File: config.mk
export PLATFORM = sky130hd
export DESIGN_NAME = wb_master_arbiter_flat
export DESIGN_NICKNAME = d
export VERILOG_FILES = /design/src/rtl/wb_master_arbiter_if.sv /design/src/rtl/wb_master_arbiter.sv /design/src/flat_wrapper.sv
export SDC_FILE = /design/constraint.sdc
export NUM_CORES = 1
export LEC_CHECK = 0
export CAP_MARGIN = 20
export CORE_AREA = 3 3 110 112
export DETAILED_ROUTE_END_ITERATION = 10
export DIE_AREA = 0 0 113 115
export HOLD_SLACK_MARGIN = 0.03
export PLACE_DENSITY = 0.73
export REMOVE_ABC_BUFFERS = 1
export SYNTH_ARGS = -nofsm -noshare
export SYNTH_HDL_FRONTEND = slang
export SYNTH_SLANG_ARGS = --single-unit
File: constraint.sdc
create_clock -name i_clk -period 5.2 [get_ports i_clk]
set_clock_uncertainty 0.05 [all_clocks]
set_input_delay 1.3 -clock i_clk [delete_from_list [all_inputs] [get_ports i_clk]]
set_output_delay 1.3 -clock i_clk [all_outputs]
set_load 0.005 [all_outputs]
File: src/rtl/wb_master_arbiter_if.sv
// Bundled Wishbone signals between the masters, the arbiter and the shared slave path.
// The master modport is the arbiter's view; the slave modport is the environment's view.
interface wb_master_arbiter_if #(
  parameter int NUM_MASTERS = 2
);
  logic [32*NUM_MASTERS-1:0] i_m_adr;
  logic [32*NUM_MASTERS-1:0] i_m_dat;
  logic [NUM_MASTERS-1:0]    i_m_we;
  logic [4*NUM_MASTERS-1:0]  i_m_sel;
  logic [NUM_MASTERS-1:0]    i_m_stb;
  logic [NUM_MASTERS-1:0]    i_m_cyc;
  logic [31:0]               o_m_dat;
  logic [NUM_MASTERS-1:0]    o_m_ack;
  logic [NUM_MASTERS-1:0]    o_m_err;
  logic [31:0]               o_s_adr;
  logic [31:0]               o_s_dat;
  logic [31:0]               i_s_dat;
  logic                      o_s_we;
  logic [3:0]                o_s_sel;
  logic                      o_s_stb;
  logic                      o_s_cyc;
  logic                      i_s_ack;
  logic [NUM_MASTERS-1:0]    o_grant;
  logic                      o_busy;

  modport master (
    input  i_m_adr, i_m_dat, i_m_we, i_m_sel, i_m_stb, i_m_cyc, i_s_dat, i_s_ack,
    output o_m_dat, o_m_ack, o_m_err, o_s_adr, o_s_dat, o_s_we, o_s_sel, o_s_stb,
           o_s_cyc, o_grant, o_busy
  );

  modport slave (
    output i_m_adr, i_m_dat, i_m_we, i_m_sel, i_m_stb, i_m_cyc, i_s_dat, i_s_ack,
    input  o_m_dat, o_m_ack, o_m_err, o_s_adr, o_s_dat, o_s_we, o_s_sel, o_s_stb,
           o_s_cyc, o_grant, o_busy
  );
endinterface

File: src/rtl/wb_master_arbiter.sv
// Round-robin Wishbone master arbiter with a bus watchdog that terminates hung cycles.
module wb_master_arbiter #(
  parameter int NUM_MASTERS    = 2,
  parameter int TIMEOUT_CYCLES = 255,
  parameter int TO_WIDTH       = 8
) (
  input logic                 i_clk,
  input logic                 i_reset,
  wb_master_arbiter_if.master bus
);

  localparam int IDX_W = (NUM_MASTERS > 1) ? $clog2(NUM_MASTERS) : 1;
  localparam bit WDOG_EN = (TIMEOUT_CYCLES != 0);
  // Timeout fires when a stall is seen with the counter one below the limit,
  // so the error cycle lands exactly TIMEOUT_CYCLES cycles after stb rises.
  localparam logic [TO_WIDTH-1:0] WDOG_LAST = TO_WIDTH'(TIMEOUT_CYCLES - 1);
  localparam logic [IDX_W-1:0]    LAST_IDX  = IDX_W'(NUM_MASTERS - 1);

  typedef enum logic [1:0] {
    IDLE,
    BUSY,
    ERR
  } state_t;

  state_t                  state, state_next;
  logic [NUM_MASTERS-1:0]  r_grant, grant_next;
  logic [IDX_W-1:0]        r_idx, idx_next;
  logic [IDX_W-1:0]        r_last, last_next;
  logic [IDX_W-1:0]        pick_idx, cand_idx;
  logic                    pick_valid;
  int unsigned             cand;
  logic [TO_WIDTH-1:0]     wdog, wdog_next;
  logic                    g_cyc, g_stb, stall, timeout;

  assign g_cyc   = bus.i_m_cyc[r_idx];
  assign g_stb   = bus.i_m_stb[r_idx];
  assign stall   = g_stb & ~bus.i_s_ack;
  assign timeout = WDOG_EN && stall && (wdog == WDOG_LAST);

  // Round-robin pick: first requester scanning upward from the last owner, with wrap.
  always_comb begin
    pick_valid = 1'b0;
    pick_idx   = '0;
    cand       = 0;
    cand_idx   = '0;
    for (int unsigned i = 0; i < NUM_MASTERS; i++) begin
      cand     = (32'(r_last) + i + 1) % NUM_MASTERS;
      cand_idx = IDX_W'(cand);
      if (!pick_valid && bus.i_m_cyc[cand_idx]) begin
        pick_valid = 1'b1;
        pick_idx   = cand_idx;
      end
    end
  end

  // State, grant, round-robin pointer and watchdog registers.
  always_ff @(posedge i_clk or posedge i_reset) begin
    if (i_reset) begin
      state   <= IDLE;
      r_grant <= '0;
      r_idx   <= '0;
      r_last  <= LAST_IDX;
      wdog    <= '0;
    end else begin
      state   <= state_next;
      r_grant <= grant_next;
      r_idx   <= idx_next;
      r_last  <= last_next;
      wdog    <= wdog_next;
    end
  end

  // Next-state logic: grant on request, hold while cyc, watchdog error, release to IDLE.
  always_comb begin
    state_next = state;
    grant_next = r_grant;
    idx_next   = r_idx;
    last_next  = r_last;
    wdog_next  = '0;
    case (state)
      IDLE: begin
        if (pick_valid) begin
          state_next           = BUSY;
          idx_next             = pick_idx;
          grant_next           = '0;
          grant_next[pick_idx] = 1'b1;
        end
      end
      BUSY: begin
        if (!g_cyc) begin
          state_next = IDLE;
          last_next  = r_idx;
          grant_next = '0;
        end else if (timeout) begin
          state_next = ERR;
        end else if (WDOG_EN && stall) begin
          wdog_next = wdog + 1'b1;
        end
      end
      ERR: begin
        if (g_cyc) begin
          state_next = BUSY;
        end else begin
          state_next = IDLE;
          last_next  = r_idx;
          grant_next = '0;
        end
      end
      default: begin
        state_next = IDLE;
        grant_next = '0;
      end
    endcase
  end

  // Output mux: granted master drives the slave side; ack/err routed to it alone.
  always_comb begin
    bus.o_m_dat = bus.i_s_dat;
    bus.o_m_ack = '0;
    bus.o_m_err = '0;
    bus.o_s_adr = '0;
    bus.o_s_dat = '0;
    bus.o_s_we  = 1'b0;
    bus.o_s_sel = '0;
    bus.o_s_stb = 1'b0;
    bus.o_s_cyc = 1'b0;
    bus.o_grant = r_grant;
    bus.o_busy  = 1'b0;
    case (state)
      BUSY: begin
        bus.o_s_adr        = bus.i_m_adr[32*r_idx +: 32];
        bus.o_s_dat        = bus.i_m_dat[32*r_idx +: 32];
        bus.o_s_we         = bus.i_m_we[r_idx];
        bus.o_s_sel        = bus.i_m_sel[4*r_idx +: 4];
        bus.o_s_cyc        = g_cyc;
        bus.o_s_stb        = g_stb;
        bus.o_m_ack[r_idx] = bus.i_s_ack & g_stb;
        bus.o_busy         = 1'b1;
      end
      ERR: begin
        bus.o_s_adr        = bus.i_m_adr[32*r_idx +: 32];
        bus.o_s_dat        = bus.i_m_dat[32*r_idx +: 32];
        bus.o_s_we         = bus.i_m_we[r_idx];
        bus.o_s_sel        = bus.i_m_sel[4*r_idx +: 4];
        bus.o_s_cyc        = 1'b1;
        bus.o_m_err[r_idx] = 1'b1;
        bus.o_busy         = 1'b1;
      end
      default: begin
      end
    endcase
  end

endmodule

File: src/flat_wrapper.sv
// flat-port wrapper written by rule: the top's interface ports become plain ports
module wb_master_arbiter_flat 
#(
  parameter int NUM_MASTERS    = 2,
  parameter int TIMEOUT_CYCLES = 255,
  parameter int TO_WIDTH       = 8
)
  (i_clk, i_reset, bus_i_m_adr, bus_i_m_dat, bus_i_m_we, bus_i_m_sel, bus_i_m_stb, bus_i_m_cyc, bus_i_s_dat, bus_i_s_ack, bus_o_m_dat, bus_o_m_ack, bus_o_m_err, bus_o_s_adr, bus_o_s_dat, bus_o_s_we, bus_o_s_sel, bus_o_s_stb, bus_o_s_cyc, bus_o_grant, bus_o_busy);
  wb_master_arbiter_if #(.NUM_MASTERS(NUM_MASTERS)) bus_i ();
  input logic i_clk;
  input logic i_reset;
  input wire logic [$bits(bus_i.i_m_adr)-1:0] bus_i_m_adr;
  input wire logic [$bits(bus_i.i_m_dat)-1:0] bus_i_m_dat;
  input wire logic [$bits(bus_i.i_m_we)-1:0] bus_i_m_we;
  input wire logic [$bits(bus_i.i_m_sel)-1:0] bus_i_m_sel;
  input wire logic [$bits(bus_i.i_m_stb)-1:0] bus_i_m_stb;
  input wire logic [$bits(bus_i.i_m_cyc)-1:0] bus_i_m_cyc;
  input wire logic [$bits(bus_i.i_s_dat)-1:0] bus_i_s_dat;
  input wire logic [$bits(bus_i.i_s_ack)-1:0] bus_i_s_ack;
  output wire logic [$bits(bus_i.o_m_dat)-1:0] bus_o_m_dat;
  output wire logic [$bits(bus_i.o_m_ack)-1:0] bus_o_m_ack;
  output wire logic [$bits(bus_i.o_m_err)-1:0] bus_o_m_err;
  output wire logic [$bits(bus_i.o_s_adr)-1:0] bus_o_s_adr;
  output wire logic [$bits(bus_i.o_s_dat)-1:0] bus_o_s_dat;
  output wire logic [$bits(bus_i.o_s_we)-1:0] bus_o_s_we;
  output wire logic [$bits(bus_i.o_s_sel)-1:0] bus_o_s_sel;
  output wire logic [$bits(bus_i.o_s_stb)-1:0] bus_o_s_stb;
  output wire logic [$bits(bus_i.o_s_cyc)-1:0] bus_o_s_cyc;
  output wire logic [$bits(bus_i.o_grant)-1:0] bus_o_grant;
  output wire logic [$bits(bus_i.o_busy)-1:0] bus_o_busy;
  assign bus_i.i_m_adr = bus_i_m_adr;
  assign bus_i.i_m_dat = bus_i_m_dat;
  assign bus_i.i_m_we = bus_i_m_we;
  assign bus_i.i_m_sel = bus_i_m_sel;
  assign bus_i.i_m_stb = bus_i_m_stb;
  assign bus_i.i_m_cyc = bus_i_m_cyc;
  assign bus_i.i_s_dat = bus_i_s_dat;
  assign bus_i.i_s_ack = bus_i_s_ack;
  assign bus_o_m_dat = bus_i.o_m_dat;
  assign bus_o_m_ack = bus_i.o_m_ack;
  assign bus_o_m_err = bus_i.o_m_err;
  assign bus_o_s_adr = bus_i.o_s_adr;
  assign bus_o_s_dat = bus_i.o_s_dat;
  assign bus_o_s_we = bus_i.o_s_we;
  assign bus_o_s_sel = bus_i.o_s_sel;
  assign bus_o_s_stb = bus_i.o_s_stb;
  assign bus_o_s_cyc = bus_i.o_s_cyc;
  assign bus_o_grant = bus_i.o_grant;
  assign bus_o_busy = bus_i.o_busy;
  wb_master_arbiter #(.NUM_MASTERS(NUM_MASTERS), .TIMEOUT_CYCLES(TIMEOUT_CYCLES), .TO_WIDTH(TO_WIDTH)) u_core (.i_clk(i_clk), .i_reset(i_reset), .bus(bus_i));
endmodule
==> flow_metrics.tcl <==
set metrics [dict create \
    antenna_found_initial 0 \
    postCtsHoldBufs 0 \
    syn_to_final_growth_pct 95.8 \
    post_cts_buffers 0 \
    route.detailed.drc 0 \
    synth_area_per_cell_sq_um 8.28 \
    cpMaxStageDelayCell "clkdlybuf4s50_1" \
    cts_root_buf "clkbuf_16" \
    synth.cell_area_sq_mm 0.00228 \
    hold_violations 0 \
    drt_iter0_markers 90 \
    nets 637 \
    viasPerCell 4.33 \
    crit_family "buffers and inverters" \
    start_kind "input port" \
    synthDistinctLibCells 33 \
    cap_viol_max_count 0 \
    grt_max_degree 75 \
    cts.sinks 14 \
    ys_warn_count 0 \
    layout_commonest_cell "clkdlybuf4s50_1" \
    finalWirelength_microns 11800 \
    post-route-period-util_pct 80.8 \
    cp-end-kind "output pin" \
    tns_ns 0 \
    fin_util_pct 39.4 \
    first_global_vias 2731 \
    synth_cells 275 \
    final.min_clock_period_ns 4.20 \
    irDropWorstVdd_uv 260 \
    fp.dieH_microns 115 \
    die_w_microns 113 \
    dpl.hpwl_microns 10500 \
    initial_utilization_pct 20.1 \
    crit_chain "clkdlybuf4s50_1, mux2_4, a21oi_1, nor2b_1, clkdlybuf4s50_1" \
    setup_viol 0 \
    first_pass_iters 4 \
    path_clk_slew_ns 0.04 \
    cts_tree "built" \
    critPathMaxStageDelay_ns 0.59 \
    relSlewSlack_pct 36.3 \
    num_antenna_cells 0 \
    required_ns 3.85 \
    htreeDepth 1 \
    critPathBufInv 2 \
    mostFrequentLayoutCells "clkdlybuf4s50_1 (222), nor2b_1 (74), mux2i_1 (70), dfrtp_1 (12), nor2_1 (8)" \
    fp.coreArea_sq_mm 0.0113 \
    status "finished, final reports clean" \
    cts_resized 0 \
    synth_top_area_share_pct 30.8 \
    grt_pass1_wl_microns 16800 \
    cp_data_arrival_time_ns 2.85 \
    die-area_sq_mm 0.0130 \
    place.gp.congestion 0.739 \
    ys_seq_area_share_pct 15.4 \
    ys_ff_latch 14 \
    port_buffers 222 \
    cts.path.max_buffers 2 \
    grt_usage_pct 17.3 \
    rsz0062_at_grt "false" \
    synth_area_leader_cell "mux2i_1" \
    numCtsBuffers 3 \
    wl_per_cell_microns 19.7 \
    ant_nets 0 \
    grt_overflow 0 \
    num_vias 2581 \
    p_leak_nw 1.84 \
    drv_slew 0 \
    crit_top_cell "clkdlybuf4s50_1" \
    worstSkewPairLatency_ns 0.24 \
    critPathKind "input port to output pin" \
    ys_top_cells_by_area "mux2i_1 (31%), nor2b_1 (20%), dfrtp_1 (14%), buf_4 (11%), ha_1 (3.3%)" \
    max_freq_mhz 238 \
    worst_slew_pin_slew_ns 0.956 \
    io_pins 287 \
    rows 39 \
    path_max_fanout 7 \
    hp-class "flop to flop" \
    powerDensity_mw_per_mm2 371 \
    drive_gt1_share_pct 3.53 \
]
==> area by class of cell <==
cell class              instances  area, sq um
clock buffers                   4         78.8
multi-input cells             205         1580
inverters                       6         22.5
flip-flops and latches         14          355
fillers                      1150         6870
repair buffers                224         2240
well taps                     143          179
==> cell families after synthesis <==
group	share of synthesized area, %
AO/OA/AOI/OAI	4.23
XOR/XNOR	2.31
adder cells (fa/ha/maj)	3.30
buffers and inverters	15.1
flip-flops	15.4
multiplexers	31.4
AND/OR/NAND/NOR	28.1
==> cells in the mapped netlist <==
library cell  number
nor4_1             1
dfrtp_1           13
dfstp_2            1
clkbuf_1           9
nor3_1             1
nand3_1            4
nand2b_1           1
o22ai_1            1
inv_1              6
xnor2_1            3
buf_2              8
mux2i_1           70
o21bai_1           2
a32o_1             2
and3b_1            1
o21ai_0            3
a21oi_1            3
mux2_4             1
ha_1               6
a21o_1             1
nand2_2            1
and3_1             2
nor2_1             8
nor2_2             6
o2bb2ai_1          1
buf_4             33
a22o_1             1
and2_1             2
nand4_1            1
nand2_1            5
nor2b_1           74
xor2_1             3
or4_1              1
==> where the power goes <==
| part | switching (W) | internal, W | total [W] |
|---|---|---|---|
| sequential | 0.000122 | 0.000132 | 0.000254 |
| combinational | 0.000454 | 0.000799 | 0.00125 |
| clock | 0.0000423 | 0.000103 | 0.000146 |
| total | 0.000618 | 0.00103 | 0.00165 |
==> worst paths after layout <==
| check | from | end | slack, ns | cells past startpoint |
|---|---|---|---|---|
| worst max-delay path | bus_i_m_cyc[0] | bus_o_s_cyc | 1.00 | 5 |
| worst min-delay path | u_core.wdog[0] | u_core.wdog[0] | 0.46 | 1 |
| worst max register to register | u_core.r_idx | u_core.state[1] | 2.85 | 4 |
| worst min register to register | u_core.wdog[0] | u_core.wdog[0] | 0.46 | 1 |
| max in group asynchronous | i_reset | u_core.r_idx | 3.30 | 2 |
| min in group asynchronous | i_reset | u_core.wdog[2] | 1.37 | 2 |
==> layer usage <==
metal	wire, microns	vias to the layer above	share of wire (%)	global-route usage (%)
met5	78	-	0.66	4.07
met4	14	2	0.12	0.962
met3	1970	6	17	12.3
met2	4450	186	38	23.5
met1	5250	1150	45	23.0
li1	-	1237	-	-
==> stage by stage <==
| step | instance area [sq um] | hold WS (ns) | total power, W | instances | setup slack [ns] |
|---|---|---|---|---|---|
| detailed placement | 4380 | 0.440 | 0.00154 | 592 | 1.02 |
| global placement | 4380 | 0.419 | 0.00152 | 592 | 1.05 |
| CTS | 4460 | 0.461 | 0.00169 | 596 | 1.02 |
| floorplan | 1950 | 0.405 | 0.000827 | 225 | 0.541 |
| global route | 4460 | 0.483 | 0.00179 | 596 | 0.937 |
| finish | 4460 | 0.458 | 0.00165 | 596 | 1.00 |
==> state kept, by name (all words and copies together) (netlist names) <==
signal and flops:
u_core.wdog 8, u_core.bus.o_grant 2, u_core.r_last 1, u_core.state 2, u_core.r_idx 1
Note: power is estimated with default switching activity, not from simulation.
